<file path="config.mk">
export PLATFORM = sky130hd
export DESIGN_NAME = ifetch_queue
export DESIGN_NICKNAME = d
export VERILOG_FILES = /design/src/rtl/ifetch_queue.sv
export SDC_FILE = /design/constraint.sdc
export NUM_CORES = 1
export LEC_CHECK = 0
export BUFFER_PORTS_ARGS = -buffer_cell sky130_fd_sc_hd__buf_2
export CAP_MARGIN = 30
export CORE_ASPECT_RATIO = 1.5
export CORE_MARGIN = 2
export CORE_UTILIZATION = 52
export CTS_CLUSTER_SIZE = 12
export DETAILED_ROUTE_END_ITERATION = 6
export HOLD_SLACK_MARGIN = 0.06
export PLACE_DENSITY = 0.81
export SYNTH_ARGS = -nofsm -noshare
export SYNTH_HDL_FRONTEND = slang
export SYNTH_SLANG_ARGS = --single-unit
export TNS_END_PERCENT = 5
</file>
<file path="constraint.sdc">
create_clock -name clk -period 4.5 [get_ports clk]
set_input_delay 0.45 -clock clk [delete_from_list [all_inputs] [get_ports clk]]
set_output_delay 0.45 -clock clk [all_outputs]
set_load 0.01 [all_outputs]
</file>
<file path="src/rtl/ifetch_queue.sv">
`default_nettype none
// ============================================================================
//  Module      : ifetch_queue (with package ifetch_queue_pkg)
//  Description : Instruction-fetch front end. Keeps the ibus busy with
//                back-to-back requests and buffers the returned instructions
//                in a DEPTH-entry FIFO. Decode drains the FIFO through a
//                valid/ready handshake. A redirect flushes the FIFO and
//                restarts fetch. If a request is still in flight when the
//                redirect arrives, that response is discarded when it returns.
//  Revision    : 1.0 - initial release
// ============================================================================

package ifetch_queue_pkg;

    // Instruction bus request. valid and addr are held stable until data_ok.
    typedef struct packed {
        logic        valid;
        logic [63:0] addr;
    } ibus_req_t;

    // Instruction bus response. data is meaningful only while data_ok is high.
    typedef struct packed {
        logic        data_ok;
        logic [31:0] data;
    } ibus_resp_t;

endpackage : ifetch_queue_pkg

module ifetch_queue
    import ifetch_queue_pkg::*;
#(
    parameter int          DEPTH    = 4,
    parameter logic [63:0] RESET_PC = 64'h8000_0000
) (
    input  logic                     clk,
    input  logic                     reset,
    output ibus_req_t                ireq,
    input  ibus_resp_t               iresp,
    input  logic                     redirect_valid,
    input  logic [63:0]              redirect_pc,
    output logic                     out_valid,
    input  logic                     out_ready,
    output logic [63:0]              out_pc,
    output logic [31:0]              out_instr,
    output logic [$clog2(DEPTH):0]   out_count
);

    // ------------------------------------------------------------------------
    // Constants
    // ------------------------------------------------------------------------
    localparam int c_ptr_w = $clog2(DEPTH);
    localparam int c_cnt_w = c_ptr_w + 1;

    // The occupancy lookahead is one bit wider than the counter, so count+1
    // can never wrap before it is compared against DEPTH.
    localparam logic [c_cnt_w:0]   c_depth_lvl = (c_cnt_w + 1)'(DEPTH);
    localparam logic [c_cnt_w-1:0] c_cnt_one   = c_cnt_w'(1);
    localparam logic [c_ptr_w-1:0] c_ptr_one   = c_ptr_w'(1);

    // ------------------------------------------------------------------------
    // Request FSM encoding
    //   S_IDLE : nothing outstanding on the ibus
    //   S_REQ  : request outstanding; its response is pushed into the FIFO
    //   S_DROP : request outstanding; it was overtaken by a redirect, so its
    //            response is discarded
    // ------------------------------------------------------------------------
    typedef enum logic [1:0] {
        S_IDLE = 2'd0,
        S_REQ  = 2'd1,
        S_DROP = 2'd2
    } state_t;

    state_t r_state;
    state_t w_state_next;

    // ------------------------------------------------------------------------
    // Registers
    // ------------------------------------------------------------------------
    logic [63:0]        r_fetch_pc;
    logic [63:0]        r_req_addr;
    logic [63:0]        r_mem_pc    [DEPTH];
    logic [31:0]        r_mem_instr [DEPTH];
    logic [c_ptr_w-1:0] r_wr_ptr;
    logic [c_ptr_w-1:0] r_rd_ptr;
    logic [c_cnt_w-1:0] r_count;

    // ------------------------------------------------------------------------
    // Combinational control
    // ------------------------------------------------------------------------
    logic               w_req_valid;
    logic               w_complete;
    logic               w_push;
    logic               w_pop;
    logic               w_slot_free;
    logic               w_has_room;
    logic               w_issue;
    logic [63:0]        w_redirect_pc;
    logic [63:0]        w_target_pc;
    logic [c_cnt_w:0]   w_level;
    logic               w_unused_pc_lsbs;

    // Redirect targets are word aligned, so the two low bits are ignored.
    assign w_unused_pc_lsbs = ^redirect_pc[1:0];
    assign w_redirect_pc    = {redirect_pc[63:2], 2'b00};

    assign w_req_valid = (r_state != S_IDLE);

    // data_ok counts only while a request is actually on the bus.
    assign w_complete  = w_req_valid & iresp.data_ok;

    // Only a response that belongs to the current fetch stream is kept. A
    // response that arrives in the same cycle as a redirect is stale.
    assign w_push      = w_complete & (r_state == S_REQ) & ~redirect_valid;

    // A redirect overrides decode's pop; the whole FIFO is discarded anyway.
    assign w_pop       = out_valid & out_ready & ~redirect_valid;

    // The bus slot is free when idle or when the current request finishes now.
    assign w_slot_free = ~w_req_valid | w_complete;

    // Occupancy next cycle. An issued request must have a guaranteed slot, so
    // issue only when this lookahead is still below DEPTH. That is what makes
    // a push into a full FIFO impossible.
    assign w_level     = redirect_valid ? '0
                       : ({1'b0, r_count} + (c_cnt_w + 1)'(w_push))
                         - (c_cnt_w + 1)'(w_pop);
    assign w_has_room  = (w_level < c_depth_lvl);

    assign w_issue     = w_slot_free & w_has_room;

    // The address issued next: the redirect target takes precedence.
    assign w_target_pc = redirect_valid ? w_redirect_pc : r_fetch_pc;

    // ------------------------------------------------------------------------
    // Request FSM state register
    // ------------------------------------------------------------------------
    always_ff @(posedge clk) begin
        if (reset) begin
            r_state <= S_IDLE;
        end else begin
            r_state <= w_state_next;
        end
    end

    // Next-state logic for the request FSM
    always_comb begin
        w_state_next = r_state;
        case (r_state)
            S_IDLE: begin
                if (w_issue) begin
                    w_state_next = S_REQ;
                end
            end
            S_REQ: begin
                if (w_complete) begin
                    w_state_next = w_issue ? S_REQ : S_IDLE;
                end else if (redirect_valid) begin
                    // The request cannot be withdrawn, so remember to drop it.
                    w_state_next = S_DROP;
                end
            end
            S_DROP: begin
                // Further redirects only move the fetch PC. The single
                // outstanding response is still the only one to discard.
                if (w_complete) begin
                    w_state_next = w_issue ? S_REQ : S_IDLE;
                end
            end
            default: begin
                w_state_next = S_IDLE;
            end
        endcase
    end

    // Request address register: loaded only on issue, otherwise held stable
    always_ff @(posedge clk) begin
        if (reset) begin
            r_req_addr <= '0;
        end else if (w_issue) begin
            r_req_addr <= w_target_pc;
        end
    end

    assign ireq = {w_req_valid, r_req_addr};

    // Fetch PC: steps by one word per issue and jumps on redirect
    always_ff @(posedge clk) begin
        if (reset) begin
            r_fetch_pc <= RESET_PC;
        end else if (w_issue) begin
            r_fetch_pc <= w_target_pc + 64'd4;
        end else if (redirect_valid) begin
            r_fetch_pc <= w_redirect_pc;
        end
    end

    // ------------------------------------------------------------------------
    // FIFO
    // ------------------------------------------------------------------------

    // FIFO storage: written with the address of the completing request
    always_ff @(posedge clk) begin
        if (w_push) begin
            r_mem_pc[r_wr_ptr]    <= r_req_addr;
            r_mem_instr[r_wr_ptr] <= iresp.data;
        end
    end

    // FIFO pointers and exact occupancy. Pointers wrap because DEPTH is 2^n.
    always_ff @(posedge clk) begin
        if (reset || redirect_valid) begin
            r_wr_ptr <= '0;
            r_rd_ptr <= '0;
            r_count  <= '0;
        end else begin
            if (w_push) begin
                r_wr_ptr <= r_wr_ptr + c_ptr_one;
            end
            if (w_pop) begin
                r_rd_ptr <= r_rd_ptr + c_ptr_one;
            end
            case ({w_push, w_pop})
                2'b10:   r_count <= r_count + c_cnt_one;
                2'b01:   r_count <= r_count - c_cnt_one;
                default: r_count <= r_count;
            endcase
        end
    end

    // Head presentation: the outputs read zero while the FIFO is empty.
    assign out_valid = (r_count != '0);
    assign out_pc    = out_valid ? r_mem_pc[r_rd_ptr]    : 64'd0;
    assign out_instr = out_valid ? r_mem_instr[r_rd_ptr] : 32'd0;
    assign out_count = r_count;

endmodule : ifetch_queue

`default_nettype wire

</file>
[After elaboration in Yosys (flattened, before gate mapping)]
Memory sizes are Yosys's and may differ from the RTL's. A register that Yosys moved wholly into a read port is not among the register bits.
Index checks and enable logic that the tools add are counted.
Cells by class
  add/subtract/negate cells: 7
  magnitude comparators: 1
  equal/unequal tests: 7
  mux-type cells: 18
  bitwise operators: 9
  reduce and logical (&&, ||, !) cells: 6
Operators by type and width (number)
  64-bit two-way mux: 3
  64-bit by 3-bit adder with 64-bit output, second input constant: 1
  32-bit two-way mux: 1
  2-bit two-way mux: 8
  1-bit AND: 6
  2-bit one-hot mux with 3 select lines: 1
  3-bit one-hot mux with 2 select lines: 1
  2-bit by 1-bit adder with 2-bit output, second input constant: 2
  3-bit by 1-bit adder with 4-bit output: 1
  2-bit by 1-bit equality test with 1-bit output, second input constant: 2
  2-bit equality test, second input constant: 2
  4-bit by 3-bit less-than comparator with 1-bit output, second input constant: 1
  4-bit two-way mux: 1
  2-bit != test, second input constant: 2
  2-bit nonzero test: 2
  4-bit by 1-bit subtractor with 4-bit output: 1
  3-bit by 1-bit adder with 3-bit output, second input constant: 1
  1-bit two-way mux: 3
  3-bit != test, second input constant: 1
  3-bit AND reduction: 1
  3-bit nonzero test: 1
  3-bit by 1-bit subtractor with 3-bit output, second input constant: 1
  2-bit zero test: 1
  1-bit NOT: 2
  other kinds (2): 2
Storage, ports and cells
  bits in registers: 137
  memory bits (writable): 384
  output and inout bits: 165
  logic and storage cells: 56
  memories: 2
Memory list
  r_mem_pc: words 4, bits a word 64, read ports 1, clocked after Yosys merged registers in 1, write ports 1, line 81  | logic [63:0] r_mem_pc [DEPTH];
  r_mem_instr: words 4, bits a word 32, read ports 1, clocked after Yosys merged registers in 1, write ports 1, line 82  | logic [31:0] r_mem_instr [DEPTH];

[Longest topological paths before layout]
  depth after elaboration: 12
  depth in mapped cells: 22

[Least setup slack after synthesis]
No wires, ideal clock.
  path type: input to register
  start point: input redirect_valid
  end point: memory r_mem_instr[0][0], enable pin
  library setup time: 0.466 ns
  arrival: 4.168 ns
  slack: -0.134 ns
  stages on the path: 10
  cell sequence: buf_6 -> buf_6 -> buf_6 -> buf_2 -> buf_2 -> buf_2 -> buf_2 -> buf_2 -> nor2_1 -> and2_1
On the way
  longest elaborated chain between the ends: 4
RTL lines
  start: declaration: line 39  | input logic redirect_valid,
  1-bit NOT: line 113  | assign w_push = w_complete & (r_state == S_REQ) & ~redirect_valid;
  1-bit AND: line 113
  1-bit two-way mux: line 203  | if (w_push) begin
  1-bit two-way mux (not written as such): line 205  | r_mem_instr[r_wr_ptr] <= iresp.data;
  end: declaration: line 82
Every way passes these cells.

[Final worst setup path]
  start point: register r_state[0]
  end point: register r_fetch_pc[51]
On the way
  longest elaborated chain between the ends: 10
  elaborated cells between the ends (all ways): 13
  classes of those cells: 2 x add/sub; 1 x order compare; 1 x eq/ne; 2 x mux; 6 x bitwise; 1 x reduce/logical
RTL lines
  start: declaration: line 73  | state_t r_state;
  start signal: assignment: line 141  | r_state <= w_state_next;
  2-bit nonzero test: line 106  | assign w_req_valid = (r_state != S_IDLE);
  1-bit AND: line 109  | assign w_complete = w_req_valid & iresp.data_ok;
  1-bit AND (2 in series): line 113
  3-bit by 1-bit adder with 4-bit output: line 125  | : ({1'b0, r_count} + (c_cnt_w + 1)'(w_push))
  4-bit by 1-bit subtractor with 4-bit output: line 126  | - (c_cnt_w + 1)'(w_pop);
  4-bit two-way mux: line 124  | assign w_level = redirect_valid ? '0
  4-bit by 3-bit less-than comparator with 1-bit output: line 127  | assign w_has_room = (w_level < c_depth_lvl);
  1-bit AND *: line 129  | assign w_issue = w_slot_free & w_has_room;
  64-bit two-way mux *: line 190  | end else if (w_issue) begin
  end signal: assignment: line 191  | r_fetch_pc <= w_target_pc + 64'd4;
  end signal: assignment: line 193  | r_fetch_pc <= w_redirect_pc;
  end: declaration: line 79  | logic [63:0] r_fetch_pc;
Every way passes the cells marked *; elsewhere a longest branch is shown, timed or not.
A chain may end at the register's enable or synchronous reset.

==> metrics.csv <==
stage,metric,value,unit
outcome,status,completed,
sta,worst_pin_slew,0.9603,ns
sta,hold_viol_final,0,
setup_path,crit_arrival,4.54,ns
setup_path,r2r_start,r_state[0],
worst_hold_path,hp-class,in2reg,
sta,skew,0.02872,ns
setup_path,crit_slowest_cell,or4b_1,
floorplan,die-area,43220,sq um
placement,routabilityCongestion,0.8427,
global_routing,grtUsageMet2,40.94,%
setup_path,crit_chain,nor2b_1 > nand2_1 > nor2_1 > inv_1 > ha_1 > inv_1 > ha_1 > and3b_1 > nor4b_2 > nor4_4 > buf_4 > or4b_1 > o31a_1 > nor3_1,
yosys,synth.avg_cell_area,15.12,sq um
clock_tree,cts_tree,built,
clock_tree,clock_latency,0.57,ns
yosys,synth.distinct_cells,76,
floorplan,initial_utilization,52.55,%
global_routing,gr-usage-met3,4.096,%
yosys,synth_top_area_share,53.38,%
drt,firstDrtPassIters,5,
yosys,async_flop_share,0,%
yosys,synthTopCellsByArea,"edfxtp_1, dfxtp_1, mux4_2, and2_1, mux2i_1",
setup_path,required,4.99,ns
clock_tree,max-clock-path-buffers,3,
drt,ant_nets,0,
global_routing,grtUsageTotal,22.99,%
yosys,synth_nets,1539,
sta,grt_setup_unrepaired,no,
run,max-cap-violations,0,
sta,relSlewSlack,35.98,%
setup_path,rrSetupSlack,0.45,ns
yosys,synth_seq_area_share,66.27,%
sta,max_freq,247.0,MHz
clock_tree,clkTransAtPathRegs,0.06,ns
setup_path,cp_slowest_stage_delay,0.77,ns
clock_tree,post_cts_buffers,0,
cells_and_area,drive_gt1_share,28.11,%
global_routing,grt_pass1_vias,13319,
setup_path,critPathCaptureType,flip-flop,
drt,drc_errors,0,
cells_and_area,nNetsFinal,1790,
cells_and_area,nFillCells,3052,
worst_hold_path,min_path_cells,1,
floorplan,row_count,91,
clock_tree,hold_buffers,0,
placement,place_area,23520,sq um
yosys,synth_ff_type,edfxtp_1,
worst_hold_path,min_delay_worst_endpoint,r_mem_instr[1][17],
drt,vias_per_cell,5.813,
global_routing,top_usage_layer,met2,
setup_path,critPathTopFamily,simple AND/OR/NAND/NOR gates,
setup_path,startpoint,r_state[0],
floorplan,core_area,41100,sq um
global_routing,grt_pass1_wl,75.13,mm
yosys,netlist_area,21600,sq um
clock_tree,cts_buffers,50,
cells_and_area,stdcell_area,24970,sq um
clock_tree,post_cts_resized,0,
setup_path,rr_worst_depth,14,
floorplan,ioPinCount,266,
yosys,synth_top_area_cell,edfxtp_1,
yosys,ys_ff_latch,523,
power,p_leak,0.009130,uW
cells_and_area,syn_to_final_growth,15.60,%
power,power,9790,uW
sta,finalSetupTns,0,ns
sta,timing.hold.ws,0.09835,ns
drt,routed-via-count,13247,
placement,dp_hpwl,32.51,mm
setup_path,worst_setup_path_start_kind,flip-flop,
yosys,yosysWarnings,0,
clock_tree,clock_sinks,523,
setup_path,timing.rr.end,r_fetch_pc[51],
placement,port_buffers,263,
global_routing,antenna_found_initial,13,
global_routing,grt_max_degree,79,
clock_tree,root_buffer,clkbuf_16,
worst_hold_path,hp-start,iresp[17],
global_routing,grtUsageMet1,27.26,%
power,vdd_drop_max,0.2606,mV
clock_tree,htree_levels,2,
setup_path,path_class,reg2reg,
drt,first_iter_violations,1058,
setup_path,critPathMaxFanout,23,
drt,routed_wl,50.26,mm
floorplan,die_x,170.4,microns
power,p_per_area,392.1,nW/um^2
yosys,synth_edf_count,384,
floorplan,die_h,253.6,microns
sta,period_needed,4.049,ns
sta,period_share,89.98,%
sta,slew_violations,0,
setup_path,critPathBufInv,3,
yosys,syn_inst,1429,
global_routing,grt-ovfl-total,0,
sta,finalSetupViolations,0,
drt,wl_per_cell,22.05,microns
## sequential cells by signal, summed over array words and instances, names as in the netlist, named ones only
name,count
r_state,2
r_wr_ptr,2
out_count,3
r_mem_pc,256
r_fetch_pc,64
r_req_addr,64
r_mem_instr,128
r_rd_ptr,2
## cell type report
type,count,area [sq um],area share (%)
Sequential cell,523,14320,57.35
Multi-Input combinational cell,803,6873,27.52
Timing Repair Buffer,288,1574,6.304
Clock buffer,79,1403,5.617
Tap cell,558,698.2,2.796
Inverter,14,52.55,0.2105
Antenna cell,10,25.02,0.1002
Clock inverter,4,23.77,0.09520
## worst max path at each step
stage	endpoint	slack, ns	depth (start not counted)
4_1_cts	r_fetch_pc[51]	0.42	14
2_1_floorplan	r_mem_instr[1][0]	-0.13	10
3_3_place_gp	r_fetch_pc[51]	0.58	14
5_1_grt	r_fetch_pc[51]	0.13	14
3_5_place_dp	r_fetch_pc[51]	0.45	14
6_report	r_fetch_pc[51]	0.45	14
## stage by stage
step,setup slack (ns),util [%],cells
floorplan,-0.1332,-,1429
global placement,0.5793,57.08,2184
detailed placement,0.4498,57.22,2186
CTS,0.4234,60.69,2269
global route,0.1265,60.73,2276
finish,0.4508,60.75,2279
## where the power goes
group	internal (uW)	switching (uW)
combinational	233	345
sequential	5310	114
clock	2120	1670
total	7670	2120
## worst reg2reg max path, stage by stage (launching register included)
cell	delay [ns]
dfxtp_1	0.40
nor2b_1	0.23
nand2_1	0.13
nor2_1	0.27
inv_1	0.09
ha_1	0.23
inv_1	0.09
ha_1	0.22
and3b_1	0.25
nor4b_2	0.43
nor4_4	0.08
buf_4	0.24
or4b_1	0.78
o31a_1	0.37
nor3_1	0.17
## synthesized netlist by cell type, types with 18 or more instances
cell / number
nor4_1: 18
nand4_1: 22
edfxtp_1: 384
a21oi_1: 21
a211oi_1: 61
and2_1: 105
mux4_2: 96
nand2_1: 49
mux2i_1: 58
dfxtp_1: 139
nand3_1: 36
nor3_1: 31
xor2_1: 21
clkbuf_1: 51
buf_2: 22
nor2_1: 123
## placed cells by master, fill, tap and decap left out, types with 6 or more instances in the layout
cell         n
mux2_2       8
buf_2      261
nor4_1      18
a31oi_1      6
dfxtp_1    137
nor2_1     123
or2_2        6
o31a_1       6
xnor2_1     15
clkbuf_1    27
nand4b_1     6
buf_4       23
xor2_1      21
nand4_1     22
o21a_1       6
a21oi_1     21
nand3_1     35
edfxtp_1   384
inv_1       14
nor2b_1      6
and2_1     101
nand2_1     49
mux2i_1     58
mux4_2      96
clkbuf_16   52
o21ai_0     15
nor3_1      31
ha_1         8
a211oi_1    61
nand3b_1    11
diode_2     10
## routing by layer
metal,up-vias,wire (microns)
li1,6016,-
met1,6660,19100
met2,444,26510
met3,115,2663
met4,12,1924
met5,-,66
## kinds of logic after synthesis
family / count (synthesis) / share of synthesized area [%]
muxes: 162 / 13.11
AOI/OAI and AO/OA: 146 / 5.173
xor gates and xnor gates: 36 / 1.460
DFF: 523 / 66.27
buffers and inverters: 103 / 2.079
and+or+nand+nor: 450 / 11.35
adders and majority gates: 9 / 0.5561
No activity file was read; power rests on OpenSTA's default activity.
